--- src/rtl/uart_pkg.sv ---
// Shared FSM state type and 8N1 frame constants for the UART transmitter and receiver.
package uart_pkg;

    typedef enum logic [1:0] {
        IDLE,
        START,
        DATA,
        STOP
    } uart_state_t;

    localparam int DATA_BITS = 8;
    localparam logic START_BIT = 1'b0;
    localparam logic STOP_BIT = 1'b1;

    // Index of the last data bit; the 3-bit bit counter wraps to 0 past it.
    localparam logic [2:0] LAST_BIT_IDX = 3'(DATA_BITS - 1);

endpackage

--- src/rtl/uart_bit_timer.sv ---
// Bit-period down-counter: tick is high while the count sits at zero; load restarts it.
module uart_bit_timer #(
    parameter int WIDTH = 9
) (
    input  logic             clk,
    input  logic             rst,
    input  logic             load,
    input  logic [WIDTH-1:0] load_value,
    output logic             tick
);

    logic [WIDTH-1:0] count;

    // NOTE: clocked state uses non-blocking assignments so every flop samples pre-edge values.
    always_ff @(posedge clk or posedge rst) begin
        if (rst) begin
            count <= '0;
        end else if (load) begin
            count <= load_value;
        end else if (count != '0) begin
            count <= count - WIDTH'(1);
        end
    end

    assign tick = (count == '0);

endmodule

--- src/rtl/uart_tx_rx.sv ---
// Full-duplex 8N1 UART, one byte in flight per direction.
// Define UART_LOOPBACK_EN to add i_loopback, which feeds o_tx_dout into the receiver.
module uart_tx_rx
    import uart_pkg::*;
#(
    parameter int TICKS_PER_BIT      = 434,
    parameter int TICKS_PER_BIT_SIZE = 9
) (
    input  logic       i_clk,
    input  logic       i_rst,
`ifdef UART_LOOPBACK_EN
    input  logic       i_loopback,
`endif
    input  logic       i_tx_start,
    input  logic [7:0] i_tx_data,
    output logic       o_tx_done,
    output logic       o_tx_busy,
    output logic       o_tx_dout,
    input  logic       i_rx_enable,
    input  logic       i_rx_din,
    output logic [7:0] o_rx_data,
    output logic       o_rx_recv,
    output logic       o_rx_busy
);

    localparam logic [TICKS_PER_BIT_SIZE-1:0] BIT_RELOAD  = TICKS_PER_BIT_SIZE'(TICKS_PER_BIT - 1);
    localparam logic [TICKS_PER_BIT_SIZE-1:0] HALF_RELOAD = TICKS_PER_BIT_SIZE'(TICKS_PER_BIT / 2 - 1);

    // ------------------------------------------------------------------
    // Transmitter
    // ------------------------------------------------------------------
    uart_state_t          tx_state, tx_state_next;
    logic [DATA_BITS-1:0] tx_shift, tx_shift_next;
    logic [2:0]           tx_idx, tx_idx_next;
    logic                 tx_load, tx_tick, tx_end, tx_bit;
    logic                 tx_dout_q, tx_busy_q, tx_done_q;

    uart_bit_timer #(.WIDTH(TICKS_PER_BIT_SIZE)) u_tx_timer (
        .clk        (i_clk),
        .rst        (i_rst),
        .load       (tx_load),
        .load_value (BIT_RELOAD),
        .tick       (tx_tick)
    );

    // NOTE: every signal written here gets a default first, so no path can infer a latch.
    always_comb begin
        tx_state_next = tx_state;
        tx_shift_next = tx_shift;
        tx_idx_next   = tx_idx;
        tx_load       = 1'b0;
        tx_end        = 1'b0;
        tx_bit        = STOP_BIT;
        case (tx_state)
            IDLE: begin
                if (i_tx_start) begin
                    tx_state_next = START;
                    tx_shift_next = i_tx_data;
                    tx_load       = 1'b1;
                end
            end
            START: begin
                tx_bit = START_BIT;
                if (tx_tick) begin
                    tx_state_next = DATA;
                    tx_idx_next   = '0;
                    tx_load       = 1'b1;
                end
            end
            DATA: begin
                tx_bit = tx_shift[0];
                if (tx_tick) begin
                    tx_load       = 1'b1;
                    tx_idx_next   = tx_idx + 3'd1;
                    tx_shift_next = tx_shift >> 1;
                    if (tx_idx == LAST_BIT_IDX) begin
                        tx_state_next = STOP;
                    end
                end
            end
            STOP: begin
                if (tx_tick) begin
                    tx_end = 1'b1;
                    // Accepting here lets a held start chain frames with no idle gap.
                    if (i_tx_start) begin
                        tx_state_next = START;
                        tx_shift_next = i_tx_data;
                        tx_load       = 1'b1;
                    end else begin
                        tx_state_next = IDLE;
                    end
                end
            end
            default: tx_state_next = IDLE;
        endcase
    end

    always_ff @(posedge i_clk or posedge i_rst) begin
        if (i_rst) begin
            tx_state <= IDLE;
            tx_shift <= '0;
            tx_idx   <= '0;
        end else begin
            tx_state <= tx_state_next;
            tx_shift <= tx_shift_next;
            tx_idx   <= tx_idx_next;
        end
    end

    // Pin-facing outputs are registered so the serial line never glitches on state decode.
    always_ff @(posedge i_clk or posedge i_rst) begin
        if (i_rst) begin
            tx_dout_q <= STOP_BIT;
            tx_busy_q <= 1'b0;
            tx_done_q <= 1'b0;
        end else begin
            tx_dout_q <= tx_bit;
            tx_busy_q <= (tx_state != IDLE) && !tx_end;
            tx_done_q <= tx_end;
        end
    end

    assign o_tx_dout = tx_dout_q;
    assign o_tx_busy = tx_busy_q;
    assign o_tx_done = tx_done_q;

    // ------------------------------------------------------------------
    // Receiver
    // ------------------------------------------------------------------
    logic rx_in, rx_meta, rx_line;

`ifdef UART_LOOPBACK_EN
    assign rx_in = i_loopback ? tx_dout_q : i_rx_din;
`else
    assign rx_in = i_rx_din;
`endif

    always_ff @(posedge i_clk or posedge i_rst) begin
        if (i_rst) begin
            rx_meta <= 1'b1;
            rx_line <= 1'b1;
        end else begin
            rx_meta <= rx_in;
            rx_line <= rx_meta;
        end
    end

    uart_state_t                   rx_state, rx_state_next;
    logic [DATA_BITS-1:0]          rx_shift, rx_shift_next;
    logic [2:0]                    rx_idx, rx_idx_next;
    logic                          rx_err, rx_err_next;
    logic                          rx_load, rx_tick, rx_good;
    logic [TICKS_PER_BIT_SIZE-1:0] rx_reload;
    logic [DATA_BITS-1:0]          rx_data_q;
    logic                          rx_recv_q;

    uart_bit_timer #(.WIDTH(TICKS_PER_BIT_SIZE)) u_rx_timer (
        .clk        (i_clk),
        .rst        (i_rst),
        .load       (rx_load),
        .load_value (rx_reload),
        .tick       (rx_tick)
    );

    always_comb begin
        rx_state_next = rx_state;
        rx_shift_next = rx_shift;
        rx_idx_next   = rx_idx;
        rx_err_next   = rx_err;
        rx_load       = 1'b0;
        rx_reload     = BIT_RELOAD;
        rx_good       = 1'b0;
        case (rx_state)
            IDLE: begin
                if (i_rx_enable && rx_line == START_BIT) begin
                    rx_state_next = START;
                    rx_load       = 1'b1;
                    rx_reload     = HALF_RELOAD;
                end
            end
            START: begin
                if (rx_tick) begin
                    if (rx_line == STOP_BIT) begin
                        rx_state_next = IDLE;
                    end else begin
                        rx_state_next = DATA;
                        rx_idx_next   = '0;
                        rx_load       = 1'b1;
                    end
                end
            end
            DATA: begin
                if (rx_tick) begin
                    rx_load       = 1'b1;
                    rx_idx_next   = rx_idx + 3'd1;
                    rx_shift_next = {rx_line, rx_shift[DATA_BITS-1:1]};
                    if (rx_idx == LAST_BIT_IDX) begin
                        rx_state_next = STOP;
                    end
                end
            end
            STOP: begin
                // Timer is not reloaded, so tick stays high and a low stop bit
                // keeps polling the line every cycle until it returns high.
                if (rx_tick) begin
                    if (rx_line == STOP_BIT) begin
                        rx_state_next = IDLE;
                        rx_good       = !rx_err;
                        rx_err_next   = 1'b0;
                    end else begin
                        rx_err_next = 1'b1;
                    end
                end
            end
            default: rx_state_next = IDLE;
        endcase

        if (!i_rx_enable && rx_state != IDLE) begin
            rx_state_next = IDLE;
            rx_err_next   = 1'b0;
            rx_load       = 1'b0;
            rx_good       = 1'b0;
        end
    end

    // NOTE: the data registers are reset as well so o_rx_data starts at a defined 0x00.
    always_ff @(posedge i_clk or posedge i_rst) begin
        if (i_rst) begin
            rx_state  <= IDLE;
            rx_shift  <= '0;
            rx_idx    <= '0;
            rx_err    <= 1'b0;
            rx_data_q <= '0;
            rx_recv_q <= 1'b0;
        end else begin
            rx_state  <= rx_state_next;
            rx_shift  <= rx_shift_next;
            rx_idx    <= rx_idx_next;
            rx_err    <= rx_err_next;
            rx_recv_q <= rx_good;
            if (rx_good) begin
                rx_data_q <= rx_shift;
            end
        end
    end

    assign o_rx_data = rx_data_q;
    assign o_rx_recv = rx_recv_q;
    assign o_rx_busy = (rx_state != IDLE);

endmodule

--- config.mk ---
export PLATFORM = sky130hd
export DESIGN_NAME = uart_tx_rx
export DESIGN_NICKNAME = d
export VERILOG_FILES = /design/src/rtl/uart_pkg.sv /design/src/rtl/uart_bit_timer.sv /design/src/rtl/uart_tx_rx.sv
export SDC_FILE = /design/constraint.sdc
export NUM_CORES = 1
export LEC_CHECK = 0
export CELL_PAD_IN_SITES_DETAIL_PLACEMENT = 1
export CELL_PAD_IN_SITES_GLOBAL_PLACEMENT = 1
export CORE_UTILIZATION = 35
export CTS_CLUSTER_SIZE = 10
export DETAILED_ROUTE_END_ITERATION = 10
export PLACE_DENSITY = 0.68
export SLEW_MARGIN = 0
export SYNTH_ARGS = -nofsm -noshare
export SYNTH_HDL_FRONTEND = slang
export SYNTH_HIERARCHICAL = 1
export SYNTH_SLANG_ARGS = --single-unit
--- constraint.sdc ---
create_clock -name i_clk -period 3.2 [get_ports i_clk]
set_input_delay 0.64 -clock i_clk [delete_from_list [all_inputs] [get_ports i_clk]]
set_output_delay 0.64 -clock i_clk [all_outputs]
set_load 0.005 [all_outputs]
Word level (Yosys, flattened, before mapping). Cells that the tools add are included. Widths: inputs -> output; s select.

Register bits after elaboration: 59. Input port bits: 13. Output and inout bits: 13. Logic and storage cells: 124.

Add/subtract/negate cells: 4. Equal/unequal tests: 22. Multiplexer cells: 52. Bitwise operators: 1. Reduce and logical (&&, ||, !) cells: 29.

Operators with widths (number): $mux 9 (6); $mux 2 (13); $mux 8 (3); $pmux 8 s3 (1); $logic_not 9->1 (2); $ne 3x3->1 const B (6); $reduce_bool 9->1 (2); $sub 9x1->9 const B (2); $mux 1 (17); $ne 2x2->1 const B (8); $pmux 2 s4 (2); $reduce_bool 2->1 (8); $mux 3 (5); $pmux 3 s2 (2); $eq 2x2->1 const B (4); $add 3x1->3 const B (2); $eq 3x3->1 const B (2); $pmux 1 s3 (2); $reduce_and 3->1 (2); $reduce_and 6->1 (1); $reduce_and 5->1 (1); $eq 2x1->1 const B (2); $logic_not 2->1 (2); $reduce_and 2->1 (2); 7 further kinds (11).

Logic depth before layout (Yosys ltp).
Depth after elaboration: 6. Mapped depth: 13. Mapped depth without buffers: 10.

Hierarchy. Netlist, hierarchy kept.

Modules (own cells, without submodules): uart_tx_rx (times used 1, cells each 157, area each 1978.1 µm², sequential area each 1029.7 µm²); uart_bit_timer (times used 2, cells each 63, area each 555.5 µm², sequential area each 225.2 µm²).

Worst setup path before layout. Ideal clock, no wire load.

Path type: register to register. From: register u_rx_timer.count[0]. To: register u_rx_timer.count[7]. Setup time: 0.124 ns. Arrival: 2.741 ns. Required time: 3.076 ns. Setup slack: 0.335 ns. Cell stages (with the launch flop): 14. Buffers on the path: 3. Clock period less this slack: 2.865 ns. Cells stage by stage: dfrtp_1 -> inv_1 -> ha_1 -> or4b_1 -> buf_2 -> nor2_1 -> and2_1 -> buf_2 -> o21bai_1 -> a21oi_1 -> buf_1 -> nor4_1 -> o2111a_1 -> a211o_1.

Longest elaborated chain between the ends: 5. Elaborated cells between the ends (all ways): 10. Classes of those cells: add/sub: 1; mux: 6; reduce/logical: 3.

Ends and longest elaborated chain: start, declared (line uart_bit_timer.sv:12) `logic [WIDTH-1:0] count;`; start signal, assigned (line uart_bit_timer.sv:19) `count <= load_value;`; start signal, assigned (line uart_bit_timer.sv:21) `count <= count - WIDTH'(1);`; $logic_not 9->1 * (line uart_bit_timer.sv:25) `assign tick = (count == '0);`; via rx_tick (line uart_tx_rx.sv:152) `logic rx_load, rx_tick, rx_good;`; $mux 1 (on tied branches) (line uart_tx_rx.sv:193, uart_tx_rx.sv:182); $pmux 1 s3 * (line uart_tx_rx.sv:173) `case (rx_state)`; $mux 1 * (line uart_tx_rx.sv:218) `if (!i_rx_enable && rx_state != IDLE) begin`; via rx_load (line uart_tx_rx.sv:152); $mux 9 / $reduce_bool 2->1 (equally long branches).

The timed path passes the listed nets; every way through them passes the cells marked *. The select of a mux whose other input is x is not followed. A chain may end at the register's enable or synchronous reset.

Worst setup path in the final report.
From: register u_tx_timer.count[0]. To: register u_tx_timer.count[7].

Longest elaborated chain between the ends: 4. Elaborated cells between the ends (all ways): 9. Classes of those cells: add/sub: 1; mux: 5; reduce/logical: 3.

Ends and longest elaborated chain: start, declared (line uart_bit_timer.sv:12); start signal, assigned (line uart_bit_timer.sv:19); start signal, assigned (line uart_bit_timer.sv:21); $logic_not 9->1 * (line uart_bit_timer.sv:25); via tx_tick (line uart_tx_rx.sv:35) `logic tx_load, tx_tick, tx_end, tx_bit;`; $mux 1 (on tied branches) (line uart_tx_rx.sv:82, uart_tx_rx.sv:64, uart_tx_rx.sv:72); $pmux 1 s3 * (line uart_tx_rx.sv:54) `case (tx_state)`; via tx_load (line uart_tx_rx.sv:35); $mux 9 / $reduce_bool 2->1 (equally long branches).

Marks and branches as above.

==> results.md <==
- Status: finished, final reports clean
- H-tree Lvls: 3
- Max-slew headroom: a little under half
- Post-layout utilization of the core: 44.1%
- Peak Freq: 345 MHz
- CP Data Required Time: 3.42 ns
- Largest voltage drop on the vdd net: 548 µV
- Power density cells: 757 nW/µm²
- Effective utilization at floorplan: 36.9%
- Routed vias: 2,295
- Worst hold slack after final layout: 0.364 ns
- Total area of multi-input combinational cells: around 1500 µm²
- Post-synthesis instance area: 3090 µm²
- Post-CTS Setup Inserts: 0
- Commonest non-fill, non-tap cells in the layout: sky130_fd_sc_hd__dfrtp_1 (56), sky130_fd_sc_hd__mux2_2 (30), sky130_fd_sc_hd__clkdlybuf4s50_1 (25)
- CP endpoint kind: flip-flop
- Skew-Pair Late Insertion Delay: between 0.3 and 0.4 ns
- Ys Warns: 6
- Max clock buf depth: 2
- Placed cells: between 400 and 500
- Flip-flop and latch area: about 1500 µm²
- DR vias/cell: 5.28
- Leading cell type in the layout, fill and taps excluded: sky130_fd_sc_hd__dfrtp_1
- Total wire length: 6440 µm
- Leakage power summed over all cells: 1.61 nW
- Number of remaining DRC errors: 0
- Classification of the worst-slack hold path: reg2reg
- Critical path class: reg2reg
- Unique cell type count in the Yosys netlist: 51
- Post-layout power: between 2 and 3 mW
- Post-synth EDFFs: 0
- Vertical die dimension: 96.0 µm
- All-Layer GR Usage: 15.6%
- Register bit total from synthesis: 59
- Global-route wire length before repair: 11,000 µm
- Maximum fanout encountered on the critical timing path: 17
- Routability-driven placement congestion ratio: approximately 0.78
- Synthesized instance count: 283
- Transition at the pin with the smallest max-transition slack: around 0.79 ns
- Number of pins exceeding their max-slew limit in the final report: 0
- I/O pin cnt: 26
- Share of synthesized flip-flops with an asynchronous set or reset: 100%
- Tcrit/Tclk final: about nine tenths
- Detailed Route Iter0 Violations: 40
- CTS sink count: 59
- Total congestion overflow after global routing: 0
- Pin count of the biggest net entering global routing: 42
- Count of fill cells added during filler insertion: 940
- Initial antenna violation count: 0
- Core Box Area: 8380 µm²
- Ratio of cells with drive above 1 in the final layout: about a fifth
- Final setup violation count: 0
- Final worst slack: 0.299 ns
- Post-CTS Resized: 0
- Sequential-to-total area share from yosys stat: 47.9%
- Total half-perimeter wirelength after legalization and detailed placement: 4570 µm
- Period minus WS final: about 2.9 ns
- Cell Chain, Critical Path: inv_1, ha_1, or4b_1, nor2_1, and2_1, o21ai_0, o21ai_0, buf_4, nor4_1, o2111a_1, a211o_1
- CTS hold repair buffers: 0
- Worst slack at placement: 0.306 ns
- Net total in the final layout: between 300 and 400
- Arrival @ worst endpoint: 3.12 ns
- Count of max-cap constraint violations: 0
- # rows: 33
- Critical Path Slowest Stage Cell: sky130_fd_sc_hd__or4b_1
- Final setup skew: 0.0134 ns
- CP dominant cell by count: sky130_fd_sc_hd__o21ai_0
- Number of buffer and inverter stages on the critical path: 2
- Number of global-route vias before repair: approximately 2,300
- Unrepaired setup endpoints after global routing: no
- Kind of cell adding the most delay to the critical path: simple AND/OR/NAND/NOR gates
- Total Die Area: 9210 µm²
- Fin area: 3700 µm²
- Routed length per instance: 14.8 µm
- Diodes inserted: 0
- TritonCTS clock tree: yes
- Number of buffers added on ports: 25
- CP Launch Type: flip-flop
- Stage delay of the slowest cell on the critical path: 0.59 ns
- Hold violation count in the final report: 0
- Chip Width: 96.0 µm
- Relative area change from synthesis to final layout: 19.6%
- Count of TritonRoute iterations in the first routing pass: 4
- Remaining antenna violation count: 0
- Cell at the root of the clock tree: sky130_fd_sc_hd__clkbuf_8
- Reg clk slew, reported paths: 0.07 ns
- Mean instance size in the synthesized netlist: roughly 11 µm²
- Area after detailed placement: 3500 µm²
- Total clock buffers created by CTS: 9
- Post-layout instance count excluding filler cells: 435
- Total Negative Setup Slacks: 0 ns
- Most common flop cell mapped by yosys: sky130_fd_sc_hd__dfrtp_1
## final timing paths
kind                            slack (ns)  depth (start not counted)                   to                 from
worst max-delay path                  0.30                         11  u_tx_timer/count[7]  u_tx_timer/count[0]
worst min-delay path                  0.36                          0              rx_line              rx_meta
worst max register to register        0.30                         11  u_tx_timer/count[7]  u_tx_timer/count[0]
worst min register to register        0.36                          0              rx_line              rx_meta
max in group asynchronous             2.01                          3            o_tx_dout                i_rst
min in group asynchronous             0.63                          2  u_tx_timer/count[3]                i_rst
## state kept, by name, summed over array words and instances (netlist names), 3 cells and up
register	cells
rx_shift	8
o_rx_data	8
u_rx_timer/count	9
tx_shift	8
tx_idx	3
u_tx_timer/count	9
rx_idx	3
## final cells by class
| class | count | share of cell area, % |
|---|---|---|
| Clock buffer | 9 | 3.35 |
| Timing Repair Buffer | 33 | 8.40 |
| Tap cell | 105 | 3.55 |
| Multi-Input combinational cell | 199 | 40.3 |
| Inverter | 23 | 2.34 |
| Clock inverter | 7 | 2.06 |
| Sequential cell | 59 | 40.0 |
## Yosys cell counts (5+ instances only)
master | n | area [µm²]
sky130_fd_sc_hd__o31ai_1 | 8 | 60.1
sky130_fd_sc_hd__dfrtp_1 | 56 | 1400
sky130_fd_sc_hd__nor2_1 | 13 | 48.8
sky130_fd_sc_hd__o21ai_0 | 13 | 65.1
sky130_fd_sc_hd__nand2b_1 | 5 | 31.3
sky130_fd_sc_hd__inv_1 | 23 | 86.3
sky130_fd_sc_hd__nand2_1 | 15 | 56.3
sky130_fd_sc_hd__mux2i_1 | 5 | 50.1
sky130_fd_sc_hd__nand4_1 | 5 | 31.3
sky130_fd_sc_hd__ha_1 | 12 | 150
sky130_fd_sc_hd__nor3_1 | 9 | 45.0
sky130_fd_sc_hd__mux2_2 | 30 | 338
sky130_fd_sc_hd__nor4_1 | 5 | 31.3
sky130_fd_sc_hd__a21oi_1 | 6 | 30.0
## kinds of logic after synthesis
logic type	after synthesis	synth area share [%]
and+or+nand+nor	76	14.1
adders and majority gates	12	4.86
muxes	35	12.6
other	2	0.243
xor gates and xnor gates	4	1.13
AOI/OAI and AO/OA	59	13.9
buffers and inverters	36	5.27
DFF	59	47.9
## routing by layer
metal,vias up,GRT usage (%),routed length (µm)
met5,-,0,0
li1,1104,-,-
met1,1160,20.0,3030
met4,0,5.22,88
met3,9,3.87,153
met2,22,25.8,3160
## power breakdown
part           leakage [nW]  switching (mW)  internal [mW]
logic                 0.765           0.486          0.476
clock network        0.0958           0.327          0.363
registers             0.750           0.206          0.939
total                  1.61            1.02           1.78
(Power assumes the default switching activity.)
